`src/rtl/s86_timer_array_if.sv`:
```
// s86_timer_array_if: S86 port-I/O bus bundle (address, data, strobes).
// The master drives address/data/strobes; the slave returns read data.
interface s86_timer_array_if #(
  parameter int ADR_W = 4
);
  logic [ADR_W-1:0] wb_adr_i;
  logic [15:0]      wb_dat_i;
  logic [15:0]      wb_dat_o;
  logic             CS_N;
  logic             IOR_N;
  logic             IOW_N;

  modport master (
    output wb_adr_i, wb_dat_i, CS_N, IOR_N, IOW_N,
    input  wb_dat_o
  );

  modport slave (
    input  wb_adr_i, wb_dat_i, CS_N, IOR_N, IOW_N,
    output wb_dat_o
  );
endinterface

```
`src/rtl/s86_timer_array.sv`:
```
// s86_timer_array: NCH-channel programmable interval timer on the S86 bus.
// Define S86_TIMER_CASCADE_EN to let channel i>0 count on channel i-1 TCs.
module s86_timer_array #(
  parameter int NCH   = 4,
  parameter int CW    = 16,
  parameter int ADR_W = 2 + $clog2(NCH)
) (
  input  logic             wb_clk_i,
  input  logic             wb_rst_i,
  s86_timer_array_if.slave bus,
  input  logic             tick_i,
  input  logic [NCH-1:0]   gate_i,
  output logic [NCH-1:0]   out_o,
  output logic             irq_o
);
  // one spare bit so a reload of 0 can hold the full 2^CW count
  typedef logic [CW:0] cnt_t;

  function automatic cnt_t f_ld(input logic [CW-1:0] v);
    return (v == '0) ? (cnt_t'(1) << CW) : {1'b0, v};
  endfunction

  logic [1:0]     r_mode [NCH];
  logic [CW-1:0]  r_rld  [NCH];
  cnt_t           r_cnt  [NCH];
  logic [NCH-1:0] r_en;
  logic [NCH-1:0] r_ie;
  logic [NCH-1:0] r_out;
  logic [NCH-1:0] r_tc;
  logic           r_wr_prev;
  logic           r_irq;

  logic             w_stb;
  logic             w_wr;
  logic             w_rd;
  logic [1:0]       w_reg;
  logic [ADR_W-1:0] w_chn;
  logic [NCH-1:0]   w_sel;
  logic [NCH-1:0]   w_cas;
  logic [NCH-1:0]   w_ld;
  logic [NCH-1:0]   w_ldo;
  logic [NCH-1:0]   w_src;
  logic [NCH-1:0]   w_ev;
  logic [NCH-1:0]   w_tcp;
  cnt_t             w_ldv [NCH];
  logic [15:0]      w_rdat;
  logic             w_unused;

  assign w_stb    = ~bus.CS_N & ~bus.IOW_N;
  assign w_wr     = w_stb & ~r_wr_prev;
  assign w_rd     = ~bus.CS_N & ~bus.IOR_N;
  assign w_reg    = bus.wb_adr_i[1:0];
  assign w_chn    = bus.wb_adr_i >> 2;
  assign w_unused = &{1'b0, bus.wb_dat_i};

`ifdef S86_TIMER_CASCADE_EN
  logic [NCH-1:0] r_cas;
  assign w_cas = r_cas;
`else
  assign w_cas = '0;
`endif

  // a load (CTRL/RELOAD write) swallows any tick in the same cycle
  always_comb begin
    for (int i = 0; i < NCH; i++) begin
      w_sel[i] = (w_chn == ADR_W'(i));
      w_ld[i]  = w_wr & w_sel[i] & ~w_reg[1];
      w_ldv[i] = f_ld(w_reg[0] ? bus.wb_dat_i[CW-1:0] : r_rld[i]);
      w_ldo[i] = w_reg[0] ? r_mode[i][1] : bus.wb_dat_i[1];
      w_src[i] = tick_i;
`ifdef S86_TIMER_CASCADE_EN
      if (i > 0 && w_cas[i])
        w_src[i] = w_tcp[(i > 0) ? i - 1 : 0];
`endif
      w_ev[i]  = w_src[i] & r_en[i] & gate_i[i] & ~w_ld[i];
      w_tcp[i] = w_ev[i] & (r_cnt[i] == cnt_t'(1));
    end
  end

  always_comb begin
    w_rdat = '0;
    for (int i = 0; i < NCH; i++) begin
      if (w_rd && w_sel[i]) begin
        unique case (w_reg)
          2'd0: w_rdat = {11'd0, w_cas[i], r_ie[i],
                          r_en[i], r_mode[i]};
          2'd1: w_rdat = 16'(r_rld[i]);
          2'd2: w_rdat = 16'(r_cnt[i][CW-1:0]);
          default: w_rdat = {14'd0, r_out[i], r_tc[i]};
        endcase
      end
    end
  end

  assign bus.wb_dat_o = w_rdat;

  always_ff @(posedge wb_clk_i) begin
    if (wb_rst_i) begin
      r_wr_prev <= 1'b0;
      r_irq     <= 1'b0;
      r_en      <= '0;
      r_ie      <= '0;
      r_out     <= '0;
      r_tc      <= '0;
`ifdef S86_TIMER_CASCADE_EN
      r_cas     <= '0;
`endif
      for (int i = 0; i < NCH; i++) begin
        r_mode[i] <= '0;
        r_rld[i]  <= '0;
        r_cnt[i]  <= '0;
      end
    end else begin
      r_wr_prev <= w_stb;
      r_irq     <= |(r_tc & r_ie);
      for (int i = 0; i < NCH; i++) begin
        if (w_wr && w_sel[i] && w_reg == 2'd0) begin
          r_mode[i] <= bus.wb_dat_i[1:0];
          r_en[i]   <= bus.wb_dat_i[2];
          r_ie[i]   <= bus.wb_dat_i[3];
`ifdef S86_TIMER_CASCADE_EN
          r_cas[i]  <= bus.wb_dat_i[4];
`endif
        end
        if (w_wr && w_sel[i] && w_reg == 2'd1)
          r_rld[i] <= bus.wb_dat_i[CW-1:0];
        if (w_ld[i]) begin
          r_cnt[i] <= w_ldv[i];
          r_out[i] <= w_ldo[i];
        end else if (r_en[i]) begin
          if (!gate_i[i]) begin
            if (r_mode[i][1])
              r_out[i] <= 1'b1;
          end else if (!r_mode[i][1]) begin
            if (w_ev[i] && r_cnt[i] != '0)
              r_cnt[i] <= r_cnt[i] - cnt_t'(1);
            if (w_tcp[i])
              r_out[i] <= 1'b1;
          end else if (w_tcp[i]) begin
            r_cnt[i] <= f_ld(r_rld[i]);
            r_out[i] <= r_mode[i][0] & ~r_out[i];
          end else begin
            if (w_ev[i])
              r_cnt[i] <= r_cnt[i] - cnt_t'(1);
            if (!r_mode[i][0])
              r_out[i] <= 1'b1;
          end
        end
        if (w_tcp[i])
          r_tc[i] <= 1'b1;
        else if (w_wr && w_sel[i] && w_reg == 2'd3
                 && bus.wb_dat_i[0])
          r_tc[i] <= 1'b0;
      end
    end
  end

  assign out_o = r_out;
  assign irq_o = r_irq;
endmodule

```
`src/flat_wrapper.sv`:
```
// flat-port wrapper written by rule: the top's interface ports become plain ports
module s86_timer_array_flat 
#(
  parameter int NCH   = 4,
  parameter int CW    = 16,
  parameter int ADR_W = 2 + $clog2(NCH)
)
  (wb_clk_i, wb_rst_i, tick_i, gate_i, out_o, irq_o, bus_wb_adr_i, bus_wb_dat_i, bus_CS_N, bus_IOR_N, bus_IOW_N, bus_wb_dat_o);
  s86_timer_array_if #(.ADR_W(ADR_W)) bus_i ();
  input  logic wb_clk_i;
  input  logic wb_rst_i;
  input  logic tick_i;
  input  logic [NCH-1:0] gate_i;
  output logic [NCH-1:0] out_o;
  output logic irq_o;
  input wire logic [$bits(bus_i.wb_adr_i)-1:0] bus_wb_adr_i;
  input wire logic [$bits(bus_i.wb_dat_i)-1:0] bus_wb_dat_i;
  input wire logic [$bits(bus_i.CS_N)-1:0] bus_CS_N;
  input wire logic [$bits(bus_i.IOR_N)-1:0] bus_IOR_N;
  input wire logic [$bits(bus_i.IOW_N)-1:0] bus_IOW_N;
  output wire logic [$bits(bus_i.wb_dat_o)-1:0] bus_wb_dat_o;
  assign bus_i.wb_adr_i = bus_wb_adr_i;
  assign bus_i.wb_dat_i = bus_wb_dat_i;
  assign bus_i.CS_N = bus_CS_N;
  assign bus_i.IOR_N = bus_IOR_N;
  assign bus_i.IOW_N = bus_IOW_N;
  assign bus_wb_dat_o = bus_i.wb_dat_o;
  s86_timer_array #(.NCH(NCH), .CW(CW), .ADR_W(ADR_W)) u_core (.wb_clk_i(wb_clk_i), .wb_rst_i(wb_rst_i), .bus(bus_i), .tick_i(tick_i), .gate_i(gate_i), .out_o(out_o), .irq_o(irq_o));
endmodule
```
`config.mk`:
```
export PLATFORM = sky130hd
export DESIGN_NAME = s86_timer_array_flat
export DESIGN_NICKNAME = d
export VERILOG_FILES = /design/src/rtl/s86_timer_array_if.sv /design/src/rtl/s86_timer_array.sv /design/src/flat_wrapper.sv
export SDC_FILE = /design/constraint.sdc
export NUM_CORES = 1
export LEC_CHECK = 0
export ABC_AREA = 0
export CAP_MARGIN = 0
export CORE_ASPECT_RATIO = 1.75
export CORE_MARGIN = 5
export CORE_UTILIZATION = 40
export DETAILED_ROUTE_END_ITERATION = 10
export GPL_TIMING_DRIVEN = 0
export PLACE_DENSITY = 0.56
export SLEW_MARGIN = 20
export SYNTH_ARGS = -nofsm -noshare
export SYNTH_HDL_FRONTEND = slang
export SYNTH_SLANG_ARGS = --single-unit
export TNS_END_PERCENT = 30
```
`constraint.sdc`:
```
create_clock -name wb_clk_i -period 4.2 [get_ports wb_clk_i]
set_input_delay 0.42 -clock wb_clk_i [delete_from_list [all_inputs] [get_ports wb_clk_i]]
set_output_delay 0.42 -clock wb_clk_i [all_outputs]
set_load 0.05 [all_outputs]
```
==> results.toml <==
[cts]
cts_made_buffers = 17
ctsHtreeMaxLevel = 4
clk_pin_slew_ps = 70
hold_buffers = 0
cts_sinks = 158
post-cts-setup-buffer-count = 0
cts-resized-gates = 8
clockRootBuffer = "clkbuf_16"
clk_latency_ps = 460
clockBufferDepth = 2
cts_tree = "yes"

[layout]
layout-drive-gt1-share_pct = 9.614
num-nets-final = 1194
stdcell_count = 1485
diodes = 0
area_growth_pct = 15.38
fillCellCount = 2525

[routing]
vias = 10081
wl_um = 44950
drt_iter0_drc = 1370
first_pass_iters = 6
vias_per_cell = 6.789
wl_per_cell_um = 30.27
ant_nets = 0
drc_errors = 0

[run_status]
run_status = "completed"

[synthesis]
synth_top_family_by_area = "compound AO/OA/AOI/OAI gates"
syn_area_um2 = 10430
synth.ff_latch_count = 158
synthCells = 1083
netlist.area_leader.share_pct = 40.31
synth_area_leaders = "edfxtp_1, nor2_1, a22oi_1"
syn_area_per_cell_um2 = 9.631
synthXorXnorAreaFrac_pct = 4.870
yosysMostFrequentCell = "edfxtp_1"
yosys.area_share.simple_pct = 21.10
netlist_top_cells_count = "edfxtp_1, nor2_1, nand2_1"
ys_types = 83
ys_seq_area_share_pct = 43.76
async_reset_ff_share_pct = 0
synth.net_count = 1125
ys_warn_count = 0
synth-compound-area-share_pct = 22.50
synth_edf_count = 140
yosysTopAreaCell = "edfxtp_1"
synth_fa_ha_area_share_pct = 1.440
ys.flop_type = "edfxtp_1"
synth.mux.area_fraction_pct = 2.795

[power_and_ir_drop]
switchingPower_mw = 1.090
pwr-share-clk_pct = 42.8
combPwrFrac_pct = 11.7
powerDensity_nw_per_um2 = 335.3
p_int_mw = 2.945
swShare_pct = 27.02
p_leak_nw = 4.198
peakVddDrop_v = 0.0002629
pwr-share-seq_pct = 45.5

[timing]
rsz0062_at_grt = "yes"
final-setup-viol-count = 0
max_freq_mhz = 240.6
slew_headroom_pct = 27.83
period_share_pct = 98.97
hold_viol_final = 0
skew_ps = 12.61
fin_ws_ps = 43.29
drv_slew = 0
period_needed_ps = 4157
worst_pin_slew_ps = 1073

[placed_design]
hpwlAfterDp_um = 34260
dp_slack_ps = -464.3
gp_congestion = 1.014
io_buffers = 48
place_inst = 1453

[floorplan]
die_area_um2 = 29530
die_w_um = 132.1
rows = 78
fp.dieH_um = 223.6
initial_utilization_pct = 40.33
core_um2 = 25860
pin_count = 51

[grt]
grt_pass1_wl_um = 64740
grt_overflow = 0
antenna_found_initial = 1
grt_use_total_pct = 29.69
grt_max_degree = 18
grt_pass1_vias = 10024

[worst_setup_path]
startpoint_type = "input pin"
crit_required_ps = 3780
arrival_ps = 3740
end_kind = "output port"
cp_max_fo = 10
crit_type = "input pin to output port"

[flow_run]
cap_violations = 0

[worst_hold_path]
hold_path_class = "input pin to flop"
-- final cells by class --
cell class / instances / area, um2 / area share [%]
clock inverter: 4 / 53.80 / 0.4471
timing repair buffer: 50 / 518.0 / 4.304
sequential: 158 / 4564 / 37.93
buffer: 58 / 279.0 / 2.319
clock buffer: 28 / 603.1 / 5.011
inverter: 26 / 97.59 / 0.8110
tap: 320 / 400.4 / 3.327
multi-input combinational: 841 / 5518 / 45.85
-- final timing paths --
kind	startpoint	to	slack (ps)	cells after the start
max reg2reg	u_core.r_cnt[0][39]$_SDFFCE_PN0P_	u_core.r_cnt[0][39]$_SDFFCE_PN0P_	940	7
max	bus_wb_adr_i[0]	bus_wb_dat_o[3]	40	9
min reg2reg	u_core.r_tc[0]$_SDFFE_PP0P_	u_core.r_tc[0]$_SDFFE_PP0P_	520	2
min	bus_CS_N	u_core.r_wr_prev$_SDFF_PP0_	240	2
-- cell families (layout without fill, tap and decap cells) --
| logic type | count (synthesis) | in the layout |
|---|---|---|
| simple gates | 439 | 439 |
| compound gates | 308 | 308 |
| flops | 158 | 158 |
| buf+inv | 84 | 166 |
| xor+xnor | 58 | 58 |
| mux | 24 | 24 |
| fa+ha+maj | 12 | 12 |
-- layout by cell type, fill, tap and decap left out, drive strengths merged, types with 20 or more instances in the layout --
cell type      instances
nand2                108
inv                   27
nor4                  38
clkdlybuf4s50         42
edfxtp               140
xor2                  33
buf                   24
nand3                 36
o22ai                 20
a22oi                 56
a221o                 21
o21ai                 44
xnor2                 25
clkbuf                64
nor3                  34
a221oi                20
nor2                 150
a21oi                 38
-- registers in the layout (all words and copies together), names as in the netlist --
signal	count
u_core.r_wr_prev	1
u_core.r_tc	4
u_core.r_mode	8
u_core.out_o	4
u_core.r_ie	4
u_core.r_en	4
u_core.irq_o	1
u_core.r_cnt	68
u_core.r_rld	64
-- power groups by stage --
stage,combinational [mW],clock (mW),sequential [mW]
after detailed placement,0.461,0,1.87
after floorplan,0.265,0,1.83
after global routing,0.491,1.80,1.84
after CTS,0.463,1.74,1.83
after global placement,0.455,0,1.87
final,0.473,1.73,1.83
-- per-layer routing --
| layer | routed length, um | global-route usage (%) | part of all wire (%) | up-vias |
|---|---|---|---|---|
| li1 | - | - | - | 4363 |
| met1 | 15660 | 32.00 | 35 | 4947 |
| met2 | 22420 | 52.28 | 50 | 578 |
| met3 | 2720 | 4.360 | 6.1 | 191 |
| met4 | 4127 | 21.85 | 9.2 | 2 |
| met5 | 20 | 0 | 0.044 | - |
-- per-stage QoR --
stage                     total power [mW]  hold slack [ps]  utilization (%)  setup TNS (ps)  instance area, um2
after detailed placement             2.326            502.2            43.90           -4367               11350
after global placement               2.322            499.8            43.73           -7585               11310
after CTS                            4.035            227.0            46.48               0               12020
after global routing                 4.130            249.0            46.53          -73.86               12030
after floorplan                      2.100            459.3                -               0               10430
final                                4.035            241.8            46.53               0               12030
-- worst max-delay path: stages --
cell	delay, ps
clkdlybuf4s50_1	560
clkbuf_2	330
nor2_2	480
clkbuf_2	370
nand2_1	120
o21ai_0	170
a221oi_1	160
a21oi_1	250
clkdlybuf4s50_1	860
(Power assumes the default switching activity.)
